File: src/rtl/vx_raster_req_switch.sv
// Round-robin merge of NUM_INPUTS raster slice request streams into one queued request channel,
// with a combined end-of-frame done. Optional perf counters: define RASTER_REQ_PERF_EN.
module vx_raster_req_switch #(
   parameter int NUM_INPUTS  = 4,
   parameter int NUM_LANES   = 4,
   parameter int STAMP_W     = 64,
   parameter int QUEUE_DEPTH = 4,
   parameter int PERF_W      = 32
) (
   input  logic                                  clk,
   input  logic                                  reset,
   input  logic [NUM_INPUTS-1:0]                 in_valid,
   input  logic [NUM_INPUTS*NUM_LANES*STAMP_W-1:0] in_stamps,
   input  logic [NUM_INPUTS*NUM_LANES-1:0]       in_mask,
   input  logic [NUM_INPUTS-1:0]                 in_done,
   output logic [NUM_INPUTS-1:0]                 in_ready,
   output logic                                  out_valid,
   output logic [NUM_LANES*STAMP_W-1:0]          out_stamps,
   output logic [NUM_LANES-1:0]                  out_mask,
   output logic                                  out_done,
   input  logic                                  out_ready,
   output logic [PERF_W-1:0]                     perf_stalls,
   output logic [PERF_W-1:0]                     perf_reqs
);

   localparam int PTR_W = (NUM_INPUTS > 1) ? $clog2(NUM_INPUTS) : 1;
   localparam int AW    = $clog2(QUEUE_DEPTH);
   localparam int CW    = $clog2(QUEUE_DEPTH + 1);
   localparam int SW    = NUM_LANES * STAMP_W;
   localparam int EW    = SW + NUM_LANES;

   logic [PTR_W-1:0]      rr_ptr;
   logic [PTR_W-1:0]      winner;
   logic [PTR_W-1:0]      next_ptr;
   logic [PTR_W-1:0]      idx;
   logic                  found;
   logic [NUM_INPUTS-1:0] req;
   logic [NUM_INPUTS-1:0] grant;
   logic [NUM_INPUTS-1:0] sticky_done;
   logic [EW-1:0]         mem [QUEUE_DEPTH];
   logic [EW-1:0]         head;
   logic [AW-1:0]         wr_ptr;
   logic [AW-1:0]         rd_ptr;
   logic [CW-1:0]         count;
   logic                  full;
   logic                  accept;
   logic                  push;
   logic                  pop;
   logic                  done_ack;
   logic [NUM_LANES-1:0]  win_mask;
   logic [SW-1:0]         win_stamps;

   // Slices that have latched done sit out of arbitration until the frame is acknowledged.
   assign req = in_valid & ~sticky_done;

   always_comb begin
      found  = 1'b0;
      winner = '0;
      idx    = '0;
      for (int k = 0; k < NUM_INPUTS; k++) begin
         idx = PTR_W'((int'(rr_ptr) + k) % NUM_INPUTS);
         if (!found && req[idx]) begin
            found  = 1'b1;
            winner = idx;
         end
      end
   end

   always_comb begin
      grant = '0;
      if (found) grant[winner] = 1'b1;
   end

   assign next_ptr   = (int'(winner) == NUM_INPUTS - 1) ? '0 : winner + 1'b1;
   assign win_mask   = in_mask[int'(winner)*NUM_LANES +: NUM_LANES];
   assign win_stamps = in_stamps[int'(winner)*SW +: SW];

   assign full      = (count == CW'(QUEUE_DEPTH));
   assign in_ready  = grant & {NUM_INPUTS{~full}};
   assign accept    = found & ~full;
   // An accepted request with no live lanes is dropped here rather than queued.
   assign push      = accept & (|win_mask);
   assign out_valid = (count != '0);
   assign pop       = out_valid & out_ready;
   assign out_done  = (&sticky_done) & (count == '0) & ~out_valid;
   assign done_ack  = out_done & out_ready;

   always_ff @(posedge clk or negedge reset) begin
      if (!reset) begin
         rr_ptr      <= '0;
         wr_ptr      <= '0;
         rd_ptr      <= '0;
         count       <= '0;
         sticky_done <= '0;
      end else begin
         if (accept) rr_ptr <= next_ptr;
         if (push)   wr_ptr <= wr_ptr + 1'b1;
         if (pop)    rd_ptr <= rd_ptr + 1'b1;
         case ({push, pop})
            2'b10:   count <= count + 1'b1;
            2'b01:   count <= count - 1'b1;
            default: count <= count;
         endcase
         if (done_ack) sticky_done <= '0;
         else          sticky_done <= sticky_done | (in_done & ~in_valid);
      end
   end

   always_ff @(posedge clk) begin
      if (push) mem[wr_ptr] <= {win_mask, win_stamps};
   end

   assign head       = mem[rd_ptr];
   assign out_stamps = out_valid ? head[SW-1:0]  : '0;
   assign out_mask   = out_valid ? head[EW-1:SW] : '0;

`ifdef RASTER_REQ_PERF_EN
   logic [PERF_W-1:0] stall_cnt;
   logic [PERF_W-1:0] req_cnt;

   always_ff @(posedge clk or negedge reset) begin
      if (!reset) begin
         stall_cnt <= '0;
         req_cnt   <= '0;
      end else begin
         if (out_valid && !out_ready) stall_cnt <= stall_cnt + 1'b1;
         if (pop)                     req_cnt   <= req_cnt + 1'b1;
      end
   end

   assign perf_stalls = stall_cnt;
   assign perf_reqs   = req_cnt;
`else
   assign perf_stalls = '0;
   assign perf_reqs   = '0;
`endif

endmodule

File: config.mk
export PLATFORM = sky130hd
export DESIGN_NAME = vx_raster_req_switch
export DESIGN_NICKNAME = d
export VERILOG_FILES = /design/src/rtl/vx_raster_req_switch.sv
export SDC_FILE = /design/constraint.sdc
export NUM_CORES = 1
export LEC_CHECK = 0
export CORE_AREA = 3 3 540 542
export DETAILED_ROUTE_END_ITERATION = 12
export DIE_AREA = 0 0 543 545
export MAX_ROUTING_LAYER = met4
export PLACE_DENSITY = 0.41
export SLEW_MARGIN = 20
export SYNTH_ARGS = -nofsm -noshare
export SYNTH_HDL_FRONTEND = slang
export SYNTH_SLANG_ARGS = --single-unit
File: constraint.sdc
create_clock -name clk -period 13.4 [get_ports clk]
set_clock_uncertainty 0.1 [all_clocks]
set_input_delay 1.34 -clock clk [delete_from_list [all_inputs] [get_ports clk]]
set_output_delay 1.34 -clock clk [all_outputs]
set_load 0.005 [all_outputs]
[Word level (Yosys, flattened, before mapping)]
Memories as Yosys holds them, arrays and structs flattened.
Cells that the tools add are included.
Word-level totals
  bits in registers: 13
  bits in latches: 0
  memory bits (writable): 1040
  memory bits (read-only): 0
  input port bits: 1051
  output and inout bits: 330
  word-level logic and storage cells: 78
  memories kept: 1
Memory list
  mem: depth 4, bits a word 260, read ports 1, clocked after Yosys merged registers in 0, wr ports 1, RTL line 40  | logic [EW-1:0] mem [QUEUE_DEPTH];
Cells by class
  add/sub/neg operators: 8
  multiply operators: 0
  div/mod/pow operators: 0
  order comparisons: 6
  equality and inequality tests: 4
  shift-type cells: 2
  muxes and demuxes: 26
  bitwise logic cells: 14
  reduce and logical (&&, ||, !) cells: 12
Operator list (count)
  variable part select 1024 x 11 -> 256 bit: 1
  two-way mux 256 bit: 1
  variable part select 16 x 5 -> 4 bit: 1
  < comparator 2 x 3 -> 1 bit (second input constant): 5
  AND 4 bit: 3
  two-way mux 4 bit: 3
  two-way mux 1 bit: 11
  two-way mux 2 bit: 5
  adder 2 x 1 -> 2 bit (second input constant): 4
  binary-select mux 1 bit (select 2 bit): 4
  NOT 4 bit: 2
  AND 1 bit: 6
  case mux 3 bit (2 select lines): 1
  adder 2 bit (second input constant): 2
  == test 2 x 1 -> 1 bit (second input constant): 2
  logical AND 1 bit: 4
  bitwise OR 4 bit: 1
  AND reduction 4 bit: 1
  OR reduction 4 bit: 1
  adder 3 x 1 -> 3 bit (second input constant): 1
  == test 3 bit (second input constant): 1
  logical NOT 1 bit: 3
  logical NOT 3 bit: 1
  nonzero test 3 bit: 1
  6 further kinds: 7

[Logic depth before layout (Yosys ltp)]
Gate-level depths: netlist of run 1.
  word-level depth: 20
  depth in mapped cells: 14
  depth with buffers taken out: 13

[Worst setup path before layout of run 1]
Ideal clock, no wire load.
  kind: input to register
  start point: input port in_valid[3]
  end point: memory mem[0][0] (netlist name), enable pin
  library setup time: 0.655 ns
  data arrival time: 8.295 ns
  data required time: 12.645 ns
  slack: 4.350 ns
  cell stages on the path: 8
  path buffers: 1
  path through: nor2b_4 o21ai_1 a21oi_1 buf_4 inv_6 a211oi_1 o21a_2 and2_1
On the way
  cells in the longest elaborated chain, start to end: 18
  elaborated cells on any way between the ends: 29
  classes of those cells: shift: 1; mux: 18; bitwise: 3; reduce/logical: 7
Ends and longest elaborated chain
  start, declared: RTL line 12  | input logic [NUM_INPUTS-1:0] in_valid,
  AND 4 bit (*): RTL line 54  | assign req = in_valid & ~sticky_done;
  binary-select mux 1 bit (select 2 bit): RTL line 62  | if (!found && req[idx]) begin
  two-way mux 1 bit (not written as such): RTL line 62
  two-way mux 1 bit: RTL line 62
  logical NOT 1 bit: RTL line 62
  logical AND 1 bit: RTL line 62
  two-way mux 1 bit: RTL line 62
  logical NOT 1 bit: RTL line 62
  (+2 left out)
  logical NOT 1 bit: RTL line 62
  logical AND 1 bit: RTL line 62
  two-way mux 2 bit: RTL line 62
  variable part select 16 x 5 -> 4 bit: RTL line 75  | assign win_mask = in_mask[int'(winner)*NUM_LANES +: NUM_LANES];
  OR reduction 4 bit: RTL line 82  | assign push = accept & (|win_mask);
  AND 1 bit (*): RTL line 82
  two-way mux 1 bit (*): RTL line 110  | if (push) mem[wr_ptr] <= {win_mask, win_stamps};
  two-way mux 1 bit (not written as such) (*): RTL line 110
  end, declared: RTL line 40
Every way passes the cells marked *; elsewhere a longest branch is shown, timed or not. The select of a mux whose other input is x is not followed.

[Worst setup path in the final report of run 1]
  start point: register rd_ptr[1]
  end point: output port out_stamps[96]
On the way
  cells in the longest elaborated chain, start to end: 2
Ends and longest elaborated chain
  start, declared: RTL line 43  | logic [AW-1:0] rd_ptr;
  start signal, assigned: RTL line 98  | if (pop) rd_ptr <= rd_ptr + 1'b1;
  memory read (4 x 260 bit)
  two-way mux 256 bit: RTL line 114  | assign out_stamps = out_valid ? head[SW-1:0] : '0;
  end, declared: RTL line 18  | output logic [NUM_LANES*STAMP_W-1:0] out_stamps,
No other way between the ends.

==> flow_summary.rst, run 1 <==
.. list-table::
   :header-rows: 1

   * - Metric
     - Value
   * - Status
     - finished clean
   * - Netlist area before placement
     - between 40000 and 50000 µm²
   * - Leakage component of the power
     - about 23 nW
   * - Mean routed wirelength per cell
     - approximately 24 µm
   * - Largest net degree at the start of global routing
     - 156
   * - Number of library cell types mapped by synthesis
     - 39
   * - Clock Pin Slew Worst Setup and Hold Paths
     - ~60 ps
   * - Synthesized netlist cell count
     - roughly 3500
   * - Number of DRC violations after detailed-routing iteration 0
     - approximately 2600
   * - Comb power frac
     - between 40% and 50%
   * - Final instance area
     - approximately 69000 µm²
   * - Total via count in the routed design
     - between 30000 and 40000
   * - Area of the placeable core
     - roughly 290000 µm²
   * - Synthesized area per cell
     - around 14 µm²
   * - TritonCTS clock tree
     - yes
   * - Clock network latency to the later pin of the worst-skew pair
     - between 700 and 800 ps
   * - Number of max-cap violations
     - 0
   * - Residual DRC count
     - 0
   * - Required time worst endpoint
     - approximately 12000 ps
   * - Tightest Hold Check Type
     - reg -> reg
   * - Dominant cell type by area after synthesis
     - sky130_fd_sc_hd__edfxtp_1
   * - Post-synth EDFFs
     - ~1000
   * - Share of the synthesized area in the top cell type
     - between 60% and 70%
   * - Synth top cells by count
     - 1043 x sky130_fd_sc_hd__nand2_1, 1040 x sky130_fd_sc_hd__edfxtp_1, 270 x sky130_fd_sc_hd__and2_1
   * - Worst hold slack
     - 391 ps
   * - Main flop type after synthesis
     - sky130_fd_sc_hd__edfxtp_1
   * - Total congestion overflow
     - 0
   * - Cells taking the most area after synthesis
     - sky130_fd_sc_hd__edfxtp_1 64%, sky130_fd_sc_hd__mux4_2 12%, sky130_fd_sc_hd__nand2_1 8.1%
   * - Internal
     - ~10 mW
   * - Upper clock frequency limit
     - roughly 170 MHz
   * - Switching power share of the total
     - roughly 38%
   * - Routed wire length
     - 206 mm
   * - Post-Place Cell Area
     - 65600 µm²
   * - Number of I/O pins
     - approximately 1400
   * - Final core utilization
     - roughly 24%
   * - Final-report max-slew violation count
     - 0
   * - Slew @ Worst Pin
     - 1100 ps
   * - Final layout net count
     - a little under 6000
   * - Number of clock buffers inserted by TritonCTS
     - 120
   * - Final cycle utilization of the critical path
     - 44.6%
   * - DIE AREA
     - between 200000 and 300000 µm²
   * - Slew headroom
     - between 20% and 30%
   * - Global router's overall resource usage
     - a little over an eighth
   * - Initial antenna violation count
     - 42
   * - Vert. Die Dim
     - around 550 µm
   * - Nature of the critical path startpoint
     - flip-flop
   * - Count of input and output buffers
     - around 1300
   * - Count of final hold-check violations
     - 0
   * - RSZ-0062 raised after global routing
     - false
   * - Sequential cell area fraction in the yosys report
     - roughly two thirds
   * - Critical path fanouts, max
     - 83
   * - Final sum of negative setup slack
     - 0 ps
   * - Number of global-route vias before repair
     - 36000
   * - # resized after CTS
     - 0
   * - Share of layout cells above drive strength 1
     - 10.3%
   * - Root buffer selected by CTS
     - sky130_fd_sc_hd__clkbuf_16
   * - Total half-perimeter wirelength after legalization and detailed placement
     - roughly 150 mm
   * - Async set-or-reset flop fraction in the synthesized netlist
     - under 10%
   * - Critical Path Sink Type
     - output port
   * - Setup repair bufs after CTS
     - 0
   * - Flop and latch count out of synthesis
     - approximately 1100
   * - Clock H-tree levels
     - 3
   * - CP arrival
     - about 4500 ps
   * - Time the final worst path needs with I/O delays and setup
     - 5980 ps
   * - Wire length of the first global-routing pass
     - between 200 and 300 mm
   * - Cell with the most instances after synthesis
     - sky130_fd_sc_hd__nand2_1
   * - Switching component of the power
     - 6.12 mW
   * - Via-per-instance ratio
     - approximately 4
   * - Register share of total power
     - 32.7%
   * - Ys Warns
     - 0
   * - Share of total power in the clock network
     - approximately 20%
   * - Hold buffer count at cts
     - 0
   * - Worst IR Drop VDD
     - ~0.00015 V
   * - Setup Crit Path Kind
     - reg -> out
   * - Post-route ant nets
     - 0
   * - Die Span X
     - around 540 µm
   * - Starting utilization of the core area
     - approximately 17%
   * - TritonCTS sink count
     - roughly 1100
   * - Pwr Density
     - approximately 230 nW/µm²
   * - Number of search-and-repair iterations in the first detailed-routing pass
     - 6
   * - Growth of design area from synthesis to finish
     - 43.3%
   * - Placement Rows
     - around 200
   * - Overall power of the completed layout
     - 16.2 mW
   * - Maximum count of clock buffers along a single path
     - 3
   * - RePlAce Congestion
     - between 0.9 and 1
   * - Setup violation total in the final timing report
     - 0
sequential cells by signal, summed over array words and instances, names as in the netlist:
register / flops
rr_ptr: 2
count: 3
mem: 1040
sticky_done: 4
wr_ptr: 2
rd_ptr: 2
cell type report:
type	count	area [µm²]
fill	30300	218000
timing repair buffer	1365	13700
antenna	31	77.6
inverter	13	82.6
tap	3781	4730
sequential	1053	31600
clock buffer	142	3090
multi-input combinational	2215	15500
clock inverter	77	701
cells in the final DEF, fill, tap and decap left out, types with 5 or more instances in the layout:
cell                                 n
sky130_fd_sc_hd__dfrtp_1            11
sky130_fd_sc_hd__buf_4              34
sky130_fd_sc_hd__nor2_1              6
sky130_fd_sc_hd__clkinv_2           23
sky130_fd_sc_hd__buf_12             15
sky130_fd_sc_hd__a21oi_1             6
sky130_fd_sc_hd__clkinv_16           5
sky130_fd_sc_hd__clkdlybuf4s50_1  1316
sky130_fd_sc_hd__nand2_1          1043
sky130_fd_sc_hd__mux4_2            260
sky130_fd_sc_hd__a31oi_1           262
sky130_fd_sc_hd__ha_1                9
sky130_fd_sc_hd__conb_1             64
sky130_fd_sc_hd__diode_2            31
sky130_fd_sc_hd__edfxtp_1         1040
sky130_fd_sc_hd__clkbuf_16         120
sky130_fd_sc_hd__and3_1            261
sky130_fd_sc_hd__inv_1              11
sky130_fd_sc_hd__clkinv_1           29
sky130_fd_sc_hd__bufinv_16           8
sky130_fd_sc_hd__clkbuf_1           22
sky130_fd_sc_hd__and2_1            266
routing by layer:
layer	wire length, µm	track usage, %	up-vias
met2	94600	21.1	1305
met4	5370	3.72	0
met5	0	-	-
met3	15200	3.78	221
met1	90900	17.4	17500
li1	-	-	15500
cells by family after synthesis:
| kind of cell | after synthesis | synth area share [%] |
|---|---|---|
| AO/OA/AOI/OAI | 280 | 3.62 |
| XOR/XNOR | 6 | 0.108 |
| adder cells (fa/ha/maj) | 10 | 0.274 |
| buffers and inverters | 337 | 3.57 |
| flip-flops | 1053 | 65.1 |
| multiplexers | 262 | 12.1 |
| other | 1 | 0.00774 |
| AND/OR/NAND/NOR | 1593 | 15.2 |
per-stage QoR:
step | setup WS (ps) | instances
after floorplan | 4350 | 3605
after CTS | 7110 | 8646
final | 7420 | 8677
after global routing | 7080 | 8669
after detailed placement | 6790 | 8427
after global placement | 6710 | 8427
path summary, 6_finish.rpt:
check	slack (ps)	startpoint	depth (start not counted)	to
max	7420	rd_ptr[1]	5	out_stamps[96]
min	390	count[2]	1	count[2]
max reg2reg	8610	sticky_done[3]	9	mem[0][153]
min reg2reg	390	count[2]	1	count[2]
max in group asynchronous	11540	reset	1	rd_ptr[1]
min in group asynchronous	1010	reset	1	wr_ptr[0]
power groups by stage:
stage	Clock, mW	Sequential [mW]	Combinational [mW]
floorplan	0	5.45	3.91
global placement	0	5.35	7.97
detailed placement	0	5.38	8.01
CTS	3.31	5.31	8.05
global route	3.42	5.37	8.47
finish	3.17	5.30	7.77
critical path, cell delays in order (launching register included):
cell                              delay [ps]
sky130_fd_sc_hd__dfrtp_4                 880
sky130_fd_sc_hd__buf_12                  400
sky130_fd_sc_hd__buf_4                   780
sky130_fd_sc_hd__mux4_2                  550
sky130_fd_sc_hd__and2_1                  220
sky130_fd_sc_hd__clkdlybuf4s50_1         550
Power figures use the tool's default switching activity.
==> run 2, diff against run 1 <==
- CORE_AREA: 3 3 540 542 -> 3 3 537 539
- DIE_AREA: 0 0 543 545 -> 0 0 540 542
- PLACE_DENSITY: 0.41 -> 0.42
- clock period: 13.4 -> 5.22 ns (I/O delays scaled with it)
==> run 2 against run 1 <==
  * Sequential power grew to 2.6 times the previous value
  * Core utilization is 0.57 points higher
  * Non-clock buffer count is 89 higher
  * Sequential share of layout area is 0.60 points lower
==> flow_summary.rst, run 2 (synthesis results as in run 1) <==
.. list-table::
   :header-rows: 1

   * - Metric
     - Value
   * - Number of I/O pins
     - 1381 (unchanged)
   * - CP delay by family, top
     - buffers and inverters (unchanged)
   * - Met3 wire length
     - 14.9 mm (was 15.2 mm)
   * - Total half-perimeter wirelength after legalization and detailed placement
     - 160 mm (was 150 mm)
   * - Post-route non-filler standard cell count
     - 8746 (was 8677)
   * - Total via count in the routed design
     - 35000 (was 34600)
   * - Time the final worst path needs with I/O delays and setup
     - ~4200 ps
   * - Residual DRC count
     - 0 (unchanged)
   * - Routed wire length
     - 211 mm (was 206 mm)
   * - Tightest Hold Check Type
     - in -> async (was reg -> reg)
   * - Number of max-cap violations
     - 0 (unchanged)
   * - CP arrival
     - 3570 ps (was 4540 ps)
   * - Filler cells
     - 29800 (was 30300)
   * - RSZ-0062 raised after global routing
     - false (unchanged)
   * - Wire length of the first global-routing pass
     - 288 mm (was 281 mm)
   * - DIE AREA
     - 293000 µm² (was 296000 µm²)
   * - Count of final hold-check violations
     - 0 (unchanged)
   * - Final layout net count
     - 5916 (was 5829)
   * - Count of input and output buffers
     - 1316 (unchanged)
   * - Die Span X
     - 540 µm (was 543 µm)
   * - Slew @ Worst Pin
     - 1080 ps (was 1100 ps)
   * - Area of the placeable core
     - 284000 µm² (was 287000 µm²)
   * - Slew headroom
     - 27.8% (was 26.8%)
   * - Number of global-route vias before repair
     - 36500 (was 36000)
   * - Upper clock frequency limit
     - 238 MHz
   * - Worst IR Drop VDD
     - 0.000353 V (was 0.000145 V)
   * - RePlAce Congestion
     - 0.870 (was 0.903)
   * - Number of DRC violations after detailed-routing iteration 0
     - 2719 (was 2571)
   * - Setup Crit Path Kind
     - reg -> out (unchanged)
   * - Required time worst endpoint
     - 4600 ps (was 11960 ps)
   * - Setup violation total in the final timing report
     - 0 (unchanged)
   * - Worst hold slack
     - 99.1 ps (was 391 ps)
   * - Pwr Density
     - 601 nW/µm² (was 234 nW/µm²)
   * - Top library cells by usage in the layout, fill and taps aside
     - 1316 x sky130_fd_sc_hd__clkdlybuf4s50_1, 1043 x sky130_fd_sc_hd__nand2_1, 1040 x sky130_fd_sc_hd__edfxtp_1 (unchanged)
   * - Clock H-tree levels
     - 3 (unchanged)
   * - Wire length on met1
     - 90.2 mm (was 90.9 mm)
   * - # resized after CTS
     - 0 (unchanged)
   * - Clock network latency to the later pin of the worst-skew pair
     - 730 ps (was 750 ps)
   * - Share of layout cells above drive strength 1
     - 11.8% (was 10.3%)
   * - Length of routed met2 wiring
     - 98.8 mm (was 94.6 mm)
   * - Number of clock buffers inserted by TritonCTS
     - 118 (was 120)
   * - Post-route ant nets
     - 0 (unchanged)
   * - PnR worst setup slack
     - 1020 ps (was 7420 ps)
   * - Initial antenna violation count
     - 55 (was 42)
   * - Hold buffer count at cts
     - 0 (unchanged)
   * - Largest net degree at the start of global routing
     - 145 (was 156)
   * - Final-report max-slew violation count
     - 0 (unchanged)
   * - Vert. Die Dim
     - 542 µm (was 545 µm)
   * - Mean routed wirelength per cell
     - 24.1 µm (was 23.8 µm)
   * - Maximum count of clock buffers along a single path
     - 3 (unchanged)
   * - Critical path fanouts, max
     - 25 (was 83)
   * - Largest Register
     - mem (unchanged)
   * - Starting utilization of the core area
     - 17.0% (was 16.9%)
   * - Worst path bufs/invs
     - 3 (unchanged)
   * - TritonCTS sink count
     - 1053 (unchanged)
   * - Flip-flop count of the largest register after layout
     - 1040 (unchanged)
   * - Leakage component of the power
     - 23.8 nW (was 23.3 nW)
   * - Via-per-instance ratio
     - 4.00 (was 3.99)
   * - Number of search-and-repair iterations in the first detailed-routing pass
     - 6 (unchanged)
   * - Biggest regs
     - mem (1040), sticky_done (4), count (3) (unchanged)
   * - Global router's overall resource usage
     - 14.2% (was 13.6%)
   * - Root buffer selected by CTS
     - sky130_fd_sc_hd__clkbuf_16 (unchanged)
   * - Setup repair bufs after CTS
     - 0 (unchanged)
   * - Growth of design area from synthesis to finish
     - 45.2% (was 43.3%)
   * - Instance count after placement with tap cells included
     - 8497 (was 8427)
   * - Slowest-stage cell, CP
     - sky130_fd_sc_hd__dfrtp_4 (unchanged)
   * - Maximum cell stage delay along the critical path
     - 800 ps (was 880 ps)
   * - Final cycle utilization of the critical path
     - between 80% and 90%
   * - Nature of the critical path startpoint
     - flip-flop (unchanged)
   * - TritonCTS clock tree
     - yes (unchanged)
   * - Total congestion overflow
     - 0 (unchanged)
   * - Status
     - finished clean (unchanged)
   * - Critical Path Sink Type
     - output port (unchanged)
   * - Placement Rows
     - 196 (was 197)
   * - Most common cell after layout, fill and taps aside
     - sky130_fd_sc_hd__clkdlybuf4s50_1 (unchanged)
   * - Uppermost signal routing layer after detailed routing
     - met4 (unchanged)
   * - List of cells traversed by the critical path
     - buf_12 -> buf_4 -> mux4_2 -> and2_1 -> clkdlybuf4s50_1 (unchanged)
   * - Clock Pin Slew Worst Setup and Hold Paths
     - 60 ps (about the same)
   * - Place WS
     - 702 ps (was 6790 ps)
==> run 2: through the flow <==
stage	power (mW)	utilization (%)	TNS [ps]	cell area, µm²
final	42.3	24.7	0	70400
after global routing	44.9	24.7	0	70400
after CTS	43.4	24.7	0	70300
after detailed placement	35.0	23.4	0	66500
after global placement	34.9	23.4	0	66500
after floorplan	23.7	-	-72970	48700
==> run 2: cell type report <==
type | count | area (µm²) | share of cell area, %
flip-flops and latches | 1053 | 31600 | 44.9
multi-input cells | 2215 | 15500 | 22.0
repair buffers | 1454 | 14700 | 20.8
well taps | 3762 | 4710 | 6.69
clock buffers | 145 | 3050 | 4.34
clock inverters | 73 | 734 | 1.04
inverters | 13 | 82.6 | 0.117
diodes | 31 | 77.6 | 0.110
==> run 2: where the power goes <==
group | internal [mW] | total, mW | leakage (nW) | switching [mW]
Sequential | 13.1 | 13.6 | 9.56 | 0.492
Combinational | 8.70 | 20.6 | 12.5 | 11.9
Clock | 4.67 | 8.11 | 1.82 | 3.44
Total | 26.5 | 42.3 | 23.8 | 15.8
==> run 2: worst paths after layout <==
check / startpoint / end / slack, ps / cells past startpoint
worst min-delay path: reset / count[2] / 100 / 1
min in group clk: in_done[2] / sticky_done[2] / 370 / 3
worst min register to register: count[2] / count[2] / 400 / 1
max in group asynchronous: reset / rd_ptr[1] / 4430 / 1
worst max-delay path: rd_ptr[0] / out_stamps[1] / 1020 / 5
worst max register to register: sticky_done[3] / mem[3][90] / 1650 / 8
==> run 2: per-layer routing <==
layer,GRT usage [%],vias to the layer above
met2,22.3,1359
met4,4.59,0
met5,-,-
met3,4.02,235
li1,-,15700
met1,17.5,17700
==> run 3, diff against run 2 <==
- CORE_AREA: 3 3 537 539 -> 3 3 530 532
- DIE_AREA: 0 0 540 542 -> 0 0 533 535
- clock period: 5.22 -> 3.9 ns (I/O delays scaled with it)
==> run 3 against run 2 <==
  * Final area is 1.4% higher
  * Clock-buffer cell count is 2 lower
  * Die area is 2.6% lower
  * Largest power group unchanged
==> flow_summary.rst, run 3 (synthesis results as in run 1) <==
.. list-table::
   :header-rows: 1

   * - Metric
     - Value
   * - Status
     - finished clean (unchanged)
   * - Starting utilization of the core area
     - 17.5% (was 17.0%)
   * - Flip-flop count of the largest register after layout
     - 1040 (unchanged)
   * - Upper clock frequency limit
     - 270 MHz
   * - Critical path fanouts, max
     - 20 (was 25)
   * - Most common cell after layout, fill and taps aside
     - sky130_fd_sc_hd__clkdlybuf4s50_1 (unchanged)
   * - Pwr Density
     - 813 nW/µm² (was 601 nW/µm²)
   * - Worst hold slack
     - 177 ps (was 99.1 ps)
   * - Share of layout cells above drive strength 1
     - 13.8% (was 11.8%)
   * - Total via count in the routed design
     - 35400 (was 35000)
   * - Number of search-and-repair iterations in the first detailed-routing pass
     - 6 (unchanged)
   * - RSZ-0062 raised after global routing
     - false (unchanged)
   * - Count of input and output buffers
     - 1316 (unchanged)
   * - Slew headroom
     - 37.3% (was 27.8%)
   * - Count of final hold-check violations
     - 0 (unchanged)
   * - Biggest regs
     - mem (1040), sticky_done (4), count (3) (unchanged)
   * - Clock network latency to the later pin of the worst-skew pair
     - 750 ps (was 730 ps)
   * - Clock H-tree levels
     - 3 (unchanged)
   * - Nature of the critical path startpoint
     - flip-flop (unchanged)
   * - Number of max-cap violations
     - 0 (unchanged)
   * - Largest net degree at the start of global routing
     - 121 (was 145)
   * - Time the final worst path needs with I/O delays and setup
     - 3710 ps
   * - DIE AREA
     - 285000 µm² (was 293000 µm²)
   * - Number of DRC violations after detailed-routing iteration 0
     - 2327 (was 2719)
   * - RePlAce Congestion
     - 0.925 (was 0.870)
   * - Clock Pin Slew Worst Setup and Hold Paths
     - 60 ps (about the same)
   * - Required time worst endpoint
     - 3410 ps (was 4600 ps)
   * - Total half-perimeter wirelength after legalization and detailed placement
     - 168 mm (was 160 mm)
   * - Worst IR Drop VDD
     - 0.000464 V (was 0.000353 V)
   * - Slew @ Worst Pin
     - 941 ps (was 1080 ps)
   * - Final-report max-slew violation count
     - 0 (unchanged)
   * - Mean routed wirelength per cell
     - 24.7 µm (was 24.1 µm)
   * - Growth of design area from synthesis to finish
     - 47.2% (was 45.2%)
   * - Post-route ant nets
     - 0 (unchanged)
   * - CP arrival
     - 3220 ps (was 3570 ps)
   * - Number of I/O pins
     - 1381 (unchanged)
   * - Filler cells
     - 28700 (was 29800)
   * - Final cycle utilization of the critical path
     - between 90% and 100%
   * - Total congestion overflow
     - 0 (unchanged)
   * - Maximum count of clock buffers along a single path
     - 3 (unchanged)
   * - Wire length of the first global-routing pass
     - 300 mm (was 288 mm)
   * - Critical Path Sink Type
     - output port (unchanged)
   * - Largest Register
     - mem (unchanged)
   * - Via-per-instance ratio
     - 4.03 (was 4.00)
   * - TritonCTS clock tree
     - yes (unchanged)
   * - Number of clock buffers inserted by TritonCTS
     - 116 (was 118)
   * - Residual DRC count
     - 0 (unchanged)
   * - Global router's overall resource usage
     - 15.1% (was 14.2%)
   * - Area of the placeable core
     - 276000 µm² (was 284000 µm²)
   * - Initial antenna violation count
     - 52 (was 55)
   * - Routed wire length
     - 217 mm (was 211 mm)
   * - Die Span X
     - 533 µm (was 540 µm)
   * - Final layout net count
     - 6036 (was 5916)
   * - Vert. Die Dim
     - 535 µm (was 542 µm)
   * - Setup violation total in the final timing report
     - 0 (unchanged)
   * - Number of global-route vias before repair
     - 37600 (was 36500)
   * - Placement Rows
     - 193 (was 196)
   * - Final core utilization
     - 25.8% (was 24.7%)
   * - Root buffer selected by CTS
     - sky130_fd_sc_hd__clkbuf_16 (unchanged)
   * - Place WS
     - 131 ps (was 702 ps)
   * - Leakage component of the power
     - 24.5 nW (was 23.8 nW)
   * - Top library cells by usage in the layout, fill and taps aside
     - 1316 x sky130_fd_sc_hd__clkdlybuf4s50_1, 1043 x sky130_fd_sc_hd__nand2_1, 1040 x sky130_fd_sc_hd__edfxtp_1 (unchanged)
   * - TritonCTS sink count
     - 1053 (unchanged)
   * - Tightest Hold Check Type
     - in -> reg (was in -> async)
   * - PnR worst setup slack
     - 195 ps (was 1020 ps)
   * - Setup Crit Path Kind
     - reg -> out (unchanged)
[run 3: changes by cell type in the layout (fill, tap and decap cells not counted), moves of 3 or more]
cell | previous run | this run
sky130_fd_sc_hd__buf_12 | 37 | 52
sky130_fd_sc_hd__buf_4 | 101 | 204
sky130_fd_sc_hd__clkinv_1 | 26 | 19
sky130_fd_sc_hd__clkinv_16 | 2 | 5
sky130_fd_sc_hd__clkinvlp_4 | 9 | 3
sky130_fd_sc_hd__diode_2 | 31 | 24
sky130_fd_sc_hd__inv_16 | 4 | 0
sky130_fd_sc_hd__inv_6 | 1 | 4
[run 3: layout make-up]
type,instances,area [µm²],area share [%]
well taps,3705,4640,6.50
multi-input cells,2215,15500,21.7
clock inverters,62,677,0.949
inverters,13,82.6,0.116
clock buffers,143,3030,4.24
diodes,24,60.1,0.0842
flip-flops and latches,1053,31600,44.2
repair buffers,1576,15800,22.2
[run 3: final timing paths]
check	from	to	slack (ps)	depth (start not counted)
min in group asynchronous	reset	rd_ptr[1]	660	2
worst max-delay path	sticky_done[1]	in_ready[3]	190	9
worst min-delay path	in_done[0]	sticky_done[0]	180	3
max in group asynchronous	reset	rd_ptr[0]	2430	2
worst max register to register	sticky_done[0]	mem[0][91]	650	10
worst min register to register	count[0]	count[0]	400	1
[run 3: repair_timing]
item,4_1_cts,5_1_grt
gates resized for setup,3,0
hold endpoints to repair,11,0
endpoints found under the setup margin,173,0
hold buffers,1,0
setup buffers,6,0
[run 3: where the power goes]
group	switching, mW	total, mW	leakage [nW]	internal (mW)
clock	4.52	10.7	1.80	6.16
sequential	0.540	18.1	9.56	17.5
combinational	16.7	29.3	13.2	12.6
[run 3: worst max-delay path, stage by stage (launching register included)]
cell and delay (ps):
sky130_fd_sc_hd__dfrtp_1 360, sky130_fd_sc_hd__nand2b_1 300, sky130_fd_sc_hd__o21ai_2 150, sky130_fd_sc_hd__a21oi_4 240
sky130_fd_sc_hd__buf_12 200, sky130_fd_sc_hd__buf_16 190, sky130_fd_sc_hd__buf_4 170, sky130_fd_sc_hd__ha_1 130
sky130_fd_sc_hd__and2_1 170, sky130_fd_sc_hd__clkdlybuf4s50_1 540
[run 3: routing by layer]
layer	track usage [%]	vias up	share of wire, %
met5	-	-	0
met4	3.08	0	1.6
met3	3.79	178	7.2
met2	24.9	1308	49
met1	18.7	18000	43
li1	-	15900	-
[run 3: metrics by stage]
stage	instance area, µm²	setup TNS, ps	power (mW)	cells
finish	71400	0	58.0	8791
global placement	67500	0	48.2	8554
floorplan	48700	-1374170	31.8	3605
detailed placement	67500	0	48.2	8554
CTS	71300	0	59.4	8767
global route	71300	0	61.5	8787
